### config.mk
export PLATFORM = sky130hd
export DESIGN_NAME = jtdsp16_loop_seq
export DESIGN_NICKNAME = d
export VERILOG_FILES = /design/src/rtl/jtdsp16_loop_seq.sv
export SDC_FILE = /design/constraint.sdc
export NUM_CORES = 1
export LEC_CHECK = 0
export BUFFER_PORTS_ARGS = -buffer_cell sky130_fd_sc_hd__buf_2
export CAP_MARGIN = 40
export CORE_UTILIZATION = 55
export CTS_BUF_LIST = sky130_fd_sc_hd__clkbuf_8 sky130_fd_sc_hd__clkbuf_16
export DETAILED_ROUTE_END_ITERATION = 12
export PLACE_DENSITY = 0.73
export SYNTH_ARGS = -nofsm -noshare
export SYNTH_HDL_FRONTEND = slang
export SYNTH_SLANG_ARGS = --single-unit
### constraint.sdc
create_clock -name clk -period 3.4 [get_ports clk]
set_input_delay 0.17 -clock clk [delete_from_list [all_inputs] [get_ports clk]]
set_output_delay 0.17 -clock clk [all_outputs]
set_load 0.05 [all_outputs]
### src/rtl/jtdsp16_loop_seq.sv
// Do-loop sequencer and instruction cache for the DSP16 core.
// Records the loop body from program ROM on the first pass. It then replays the
// body from local storage for the remaining passes, holding the PC meanwhile.
// Optional redo support (replay the last stored body) is enabled by defining
// the macro JTDSP16_REDO_EN.
module jtdsp16_loop_seq #(
   parameter int unsigned DEPTH = 15,
   parameter int unsigned AW    = 4,
   parameter int unsigned CW    = 7,
   parameter int unsigned DW    = 16
) (
   input  logic          rst,
   input  logic          clk,
   input  logic          cen,
   input  logic          do_start,
   input  logic [AW-1:0] do_ni,
   input  logic [CW-1:0] do_k,
   input  logic          ins_adv,
   input  logic [DW-1:0] rom_dout,
   output logic [DW-1:0] ins_dout,
   output logic          cache_sel,
   output logic          pc_hold,
   output logic          busy,
   output logic          no_int,
   output logic [CW-1:0] iter_left,
   output logic          fault
);

   localparam int unsigned PW = (DEPTH > 1) ? $clog2(DEPTH) : 1;
   localparam logic [AW-1:0] DepthW = AW'(DEPTH);

   typedef enum logic [1:0] {StIdle, StFill, StReplay} state_t;

   state_t        state_q, state_d;
   logic [AW-1:0] ni_q, ni_d;
   logic [AW-1:0] wr_ptr_q, wr_ptr_d;
   logic [AW-1:0] rd_ptr_q, rd_ptr_d;
   logic [CW-1:0] iter_q, iter_d;
   logic          fault_q, fault_d;
   logic [DW-1:0] cache [DEPTH];

   logic          ni_ok;
   logic [CW-1:0] k_eff;

   assign ni_ok = (do_ni != '0) && (do_ni <= DepthW);
   // A zero iteration count behaves like a single pass
   assign k_eff = (do_k == '0) ? CW'(1) : do_k;

   // Next-state logic for the loop controller
   always_comb begin
      state_d  = state_q;
      ni_d     = ni_q;
      wr_ptr_d = wr_ptr_q;
      rd_ptr_d = rd_ptr_q;
      iter_d   = iter_q;
      fault_d  = fault_q;
      unique case (state_q)
         StIdle: begin
            if (do_start) begin
               if (ni_ok) begin
                  ni_d     = do_ni;
                  iter_d   = k_eff;
                  wr_ptr_d = '0;
                  state_d  = StFill;
               end
`ifdef JTDSP16_REDO_EN
               else if (do_ni == '0 && ni_q != '0) begin
                  iter_d   = k_eff;
                  rd_ptr_d = '0;
                  state_d  = StReplay;
               end else begin
                  fault_d = 1'b1;
               end
`else
               else begin
                  fault_d = 1'b1;
               end
`endif
            end
         end
         StFill: begin
            // Any request while busy is refused, including one on the final word
            if (do_start) fault_d = 1'b1;
            if (ins_adv) begin
               if (wr_ptr_q == ni_q - AW'(1)) begin
                  if (iter_q > CW'(1)) begin
                     state_d  = StReplay;
                     rd_ptr_d = '0;
                     iter_d   = iter_q - CW'(1);
                  end else begin
                     state_d = StIdle;
                     iter_d  = '0;
                  end
               end else begin
                  wr_ptr_d = wr_ptr_q + AW'(1);
               end
            end
         end
         StReplay: begin
            if (do_start) fault_d = 1'b1;
            if (ins_adv) begin
               if (rd_ptr_q == ni_q - AW'(1)) begin
                  if (iter_q == CW'(1)) begin
                     state_d = StIdle;
                     iter_d  = '0;
                  end else begin
                     rd_ptr_d = '0;
                     iter_d   = iter_q - CW'(1);
                  end
               end else begin
                  rd_ptr_d = rd_ptr_q + AW'(1);
               end
            end
         end
         default: state_d = StIdle;
      endcase
   end

   // Control state registers, advanced only on clock-enable
   always_ff @(posedge clk or posedge rst) begin
      if (rst) begin
         state_q  <= StIdle;
         ni_q     <= '0;
         wr_ptr_q <= '0;
         rd_ptr_q <= '0;
         iter_q   <= '0;
         fault_q  <= 1'b0;
      end else if (cen) begin
         state_q  <= state_d;
         ni_q     <= ni_d;
         wr_ptr_q <= wr_ptr_d;
         rd_ptr_q <= rd_ptr_d;
         iter_q   <= iter_d;
         fault_q  <= fault_d;
      end
   end

   // Body capture during the first pass; storage needs no reset
   always_ff @(posedge clk) begin
      if (cen && state_q == StFill && ins_adv) cache[wr_ptr_q[PW-1:0]] <= rom_dout;
   end

   // Status outputs and the zero-latency instruction source mux
   always_comb begin
      busy      = (state_q != StIdle);
      no_int    = busy;
      cache_sel = (state_q == StReplay);
      pc_hold   = cache_sel;
      iter_left = iter_q;
      fault     = fault_q;
      ins_dout  = rst ? '0 : (cache_sel ? cache[rd_ptr_q[PW-1:0]] : rom_dout);
   end

endmodule

# Word-level counts from Yosys, hierarchy flattened
# Memory sizes are Yosys's and may differ from the RTL's.
# Cells that the tools add are included.
[classes]
n_shift = 0
n_reduce_logical = 18
n_bitwise = 0
n_eq_ne = 17
n_mux = 39
n_addsub = 4
div_mod_pow = 0
magnitude_cmp = 2
multipliers = 0
[op_table]
columns = ["op", "n"]
rows = [
  ["2-to-1 mux 7 bit", 9],
  ["2-to-1 mux 4 bit", 10],
  ["2-to-1 mux 16 bit", 2],
  ["one-hot mux 7 bit (3 select lines)", 1],
  ["2-to-1 mux 2 bit", 8],
  ["!= test 2 bit, second input constant", 8],
  ["one-hot mux 4 bit (2 select lines)", 2],
  ["AND reduction 8 bit", 2],
  ["adder 4 x 1 -> 4 bit, second input constant", 2],
  ["equality test 4 bit", 2],
  ["nonzero test 2 bit", 4],
  ["equality test 7 x 1 -> 1 bit, second input constant", 1],
  ["> comparator 7 x 1 -> 1 bit, second input constant", 1],
  ["zero test 7 bit", 1],
  ["AND reduction 7 bit", 1],
  ["subtractor 7 x 1 -> 7 bit, second input constant", 1],
  ["!= test 2 x 1 -> 1 bit, second input constant", 3],
  ["one-hot mux 2 bit (3 select lines)", 1],
  ["AND reduction 6 bit", 1],
  ["2-to-1 mux 1 bit", 5],
  ["AND reduction 5 bit", 1],
  ["<= comparator 4 bit, second input constant", 1],
  ["AND reduction 4 bit", 1],
  ["nonzero test 4 bit", 1],
  ["9 further kinds", 11],
]
[word_totals]
reg_bits = 22
mem_count = 1
latchBits = 0
elab_cells = 87
mem_bits_rw = 240
input_bits = 32
out_inout_bits = 28
mem_bits_ro = 0
[memory_table]
columns = ["name", "depth", "word_bits", "read_ports", "rd_clocked_by_memory_dff", "write_ports", "line", "text"]
rows = [
  ["cache", 15, 16, 1, 0, 1, "40", "logic [DW-1:0] cache [DEPTH];"],
]

# Depth between registers and ports, before layout
[depth]
word_depth = 5
depth_mapped = 10
ltp_nobuf = 8

# Least setup slack after synthesis
# OpenSTA, ideal clock, no wires.
[synth_timing]
path_type = "register to register"
from = "register state_q[1]"
to = "memory cache[2][0], enable pin"
period_less_slack_ns = 2.738
required_time_ns = 2.991
stages_incl_launch_ff = 7
setup_time_ns = 0.409
arrival_ns = 2.328
setup_slack_ns = 0.662
n_path_buf = 1
path_cell_list = "dfrtp_1 -> inv_1 -> ha_1 -> clkbuf_1 -> and3_1 -> nand2_1 -> nor3_1"
[synth_via]
elab_chain_len = 5
[synth_rtl]
columns = ["element", "line", "text"]
rows = [
  ["from (decl)", "34", "state_t state_q, state_d;"],
  ["from (signal assigned)", "122", "state_q <= StIdle;"],
  ["from (signal assigned)", "129", "state_q <= state_d;"],
  ["equality test 2 x 1 -> 1 bit", "140", "if (cen && state_q == StFill && ins_adv) cache[wr_ptr_q[PW-1:0]] <= rom_dout;"],
  ["logical AND 1 bit (2 in a row)", "140", ""],
  ["2-to-1 mux 1 bit", "140", ""],
  ["2-to-1 mux 1 bit (implied by the code)", "140", ""],
  ["to (decl)", "40", ""],
]
# No other way between the ends.

# Worst setup path in the final report
[layout_timing]
from = "register rd_ptr_q[0]"
to = "output ins_dout[10]"
[layout_via]
elab_chain_len = 3
[layout_rtl]
columns = ["element", "line", "text"]
rows = [
  ["from (decl)", "37", "logic [AW-1:0] rd_ptr_q, rd_ptr_d;"],
  ["from (signal assigned)", "132", "rd_ptr_q <= rd_ptr_d;"],
  ["memory (15 x 16 bit)", "-", ""],
  ["2-to-1 mux 16 bit (2 in a row)", "151", "ins_dout = rst ? '0 : (cache_sel ? cache[rd_ptr_q[PW-1:0]] : rom_dout);"],
  ["to (decl)", "20", "output logic [DW-1:0] ins_dout,"],
]
# No other way between the ends.

==> impl_metrics.env <==
export IMPL_outcome="finished, final reports clean"
export IMPL_antenna_found_initial=0
export IMPL_clockBufferDepth=3
export IMPL_drive_above_1_share_pct=25.3
export IMPL_io_buffers=59
export IMPL_wire_per_inst_um=23.9
export IMPL_period_share_pct=93.4
export IMPL_synthArstFlopShare_pct=8.40
export IMPL_hold_viol=0
export IMPL_cts_resized=0
export IMPL_yosysWarningCount=0
export IMPL_synth_seq_cells=262
export IMPL_place_ws_ns=0.725
export IMPL_htree_levels=1
export IMPL_dpl_hpwl_mm=14.0
export IMPL_synth_compound_area_share_pct=5.97
export IMPL_tightestPinTransition_ns=0.623
export IMPL_diodes=0
export IMPL_area_delta_synth_final_pct=16.7
export IMPL_cts_made_buffers=27
export IMPL_overflow=0
export IMPL_slew_viol_final=0
export IMPL_synthAdderAreaFrac_pct=1.38
export IMPL_final_net_count=789
export IMPL_yosys_area_share_simple_pct=5.20
export IMPL_cts_sinks=262
export IMPL_finalSetupViolCount=0
export IMPL_synth_edf_count=240
export IMPL_synth_xor_xnor_area_share_pct=1.05
export IMPL_drt_pass1_iter_count=5
export IMPL_grt_pass1_wl_mm=36.8
export IMPL_via_per_inst=6.07
export IMPL_ir_worst_vdd_mv=0.727
export IMPL_slew_headroom_pct=58.1
export IMPL_yosysSeqAreaShare_pct=71.2
export IMPL_die_width_um=143
export IMPL_ioPinCount=60
export IMPL_powerDensity_nw_per_um2=716
export IMPL_cts_tree="yes"
export IMPL_drtIter0Drc=540
export IMPL_syn_inst=644
export IMPL_synth_flop_cell="edfxtp_1"
export IMPL_synthMuxAreaShare_pct=13.1
export IMPL_period_needed_ns=3.18
export IMPL_drv_cap=0
export IMPL_hold_class="input port to flop"
export IMPL_grt_setup_unrepaired="false"
export IMPL_cpPeakStageDelay_ns=0.67
export IMPL_timing_fmax_mhz=315
export IMPL_synth_distinct_cells=46
export IMPL_skew_ns=0.0149
export IMPL_vias=6241
export IMPL_tns_ns=0
export IMPL_post_cts_buffers=0
export IMPL_critPathTopFamily="multiplexers"
export IMPL_path_cells="buf_12, mux4_2, a22oi_1, o211ai_1, mux2i_1, nor2_1, buf_2"
export IMPL_antenna_left=0
export IMPL_rows=51
export IMPL_grt_start_max_net_pins=85
export IMPL_path_class="flop to primary output"
export IMPL_setup_worst_path_start_class="flop"
export IMPL_cp_arrival_ns=3.01
export IMPL_grt_pass1_vias=6444
export IMPL_start_util_pct=56.0
export IMPL_endpoint_kind="primary output"
export IMPL_syn_area_um2=10900
export IMPL_p_leak_nw=4.33
export IMPL_critical_path_slowest_cell="dfrtp_4"
export IMPL_syn_avg_cell_area_um2=16.9
export IMPL_coreArea_um2=19500
export IMPL_drc_errors=0
export IMPL_path_clk_slew_ns=0.06
export IMPL_dieArea_um2=20400
export IMPL_synth_nets=688
export IMPL_gp_congestion=0.825
export IMPL_setup_slack_ns=0.223
export IMPL_synth_top_family_by_area="multiplexers"
export IMPL_worstPathMaxFanout=35
export IMPL_gr_usage_all_layers_pct=25.1
export IMPL_required_ns=3.23
export IMPL_clk_latency_ns=0.55
export IMPL_die_h_um=143
export IMPL_drt_total_wl_mm=24.5
export IMPL_clockRootBuffer="clkbuf_16"
export IMPL_cp_buffers_inverters=2
[layout by cell type, fill, tap and decap left out, drive strengths merged, types with 3 or more instances in the layout]
| master | count |
|---|---|
| o41ai | 5 |
| nor2 | 64 |
| clkbuf | 27 |
| nand2 | 35 |
| xnor2 | 6 |
| a21oi | 27 |
| o21ai | 21 |
| clkinv | 11 |
| mux4 | 48 |
| xor2 | 7 |
| bufinv | 3 |
| dlygate4sd3 | 21 |
| dfrtp | 22 |
| o211ai | 17 |
| nor4 | 4 |
| buf | 84 |
| mux2i | 32 |
| ha | 12 |
| nor3 | 10 |
| inv | 21 |
| a22oi | 16 |
| edfxtp | 240 |
[state kept, by name, summed over array words and instances (netlist names)]
signal	flops
rd_ptr_q	4
fault	1
wr_ptr_q	4
state_q	2
ni_q	4
cache	240
iter_left	7
[stage by stage]
step / utilization [%] / std cells / cell area, µm² / power (mW) / hold WS [ns]
3_5_place_dp: 59.8 / 960 / 11600 / 6.25 / 0.348
4_1_cts: 65.4 / 1028 / 12700 / 9.14 / 0.000870
2_1_floorplan: - / 644 / 10900 / 5.72 / 0.269
3_3_place_gp: 59.6 / 958 / 11600 / 6.16 / 0.408
6_report: 65.4 / 1028 / 12700 / 9.11 / 0.0118
5_1_grt: 65.4 / 1028 / 12700 / 9.48 / 0.00385
[power breakdown]
part           leakage [nW]  total [mW]  switching [mW]  internal, mW
clock network         0.439        2.89            1.21          1.68
registers              2.43        3.85           0.193          3.66
logic                  1.46        2.37            1.42         0.955
[kinds of logic after synthesis]
| family | after synthesis |
|---|---|
| AO/OA/AOI/OAI | 97 |
| XOR/XNOR | 13 |
| adder cells (fa/ha/maj) | 12 |
| buffers and inverters | 50 |
| flip-flops | 262 |
| multiplexers | 82 |
| AND/OR/NAND/NOR | 128 |
[path summary, 6_finish.rpt]
kind	startpoint	end	slack, ns	depth (start not counted)
worst max-delay path	rd_ptr_q[0]$_DFFE_PP0P_	ins_dout[10]	0.22	7
worst min-delay path	rom_dout[7]	cache[12][7]$_DFFE_PP_	0.01	1
worst max register to register	ni_q[0]$_DFFE_PP0P_	iter_left[4]$_DFFE_PP0P_	0.63	8
worst min register to register	fault$_DFFE_PP0P_	fault$_DFFE_PP0P_	0.45	1
max in group asynchronous	rst	rd_ptr_q[0]$_DFFE_PP0P_	2.65	4
min in group asynchronous	rst	iter_left[2]$_DFFE_PP0P_	0.35	3
[worst register-to-register path, delay by kind of cell, from the launching register on]
family	cells	cell delay (ns)
xor+xnor	2	0.43
buf+inv	1	0.08
compound gates	3	0.99
flops	1	0.42
simple gates	1	0.51
fa+ha+maj	1	0.21
[cells in the mapped netlist (9+ instances only)]
library cell / number / area (µm²)
edfxtp_1: 240 / 7210
nor2_1: 64 / 240
mux4_2: 48 / 1080
nand2_1: 35 / 131
mux2i_1: 32 / 320
a21oi_1: 27 / 135
dfrtp_1: 22 / 551
o211ai_1: 17 / 128
a22oi_1: 16 / 120
inv_1: 16 / 60.1
o21ai_1: 13 / 65.1
clkbuf_1: 12 / 45.0
ha_1: 12 / 150
buf_2: 9 / 45.0
[metal layers]
metal	wire length (µm)	share of wire, %	GRT usage (%)
met4	816	3.3	9.56
met2	12500	51	44.0
met1	9560	39	31.8
met5	0	0	0
met3	1670	6.8	3.49
[final cells by class]
cell class                 instances  area [µm²]
sequential                       262        7760
fill                            1342        6740
multi-input combinational        332        2940
timing repair buffer             105         746
clock buffer                      27         676
tap                              265         332
clock inverter                    20         200
inverter                          17        63.8
[repair_timing]
item / CTS / global route
endpoints found under the hold margin: 107 / 0
hold buffers: 21 / 0
setup endpoints to repair: 0 / 0
Power figures use the tool's default switching activity.
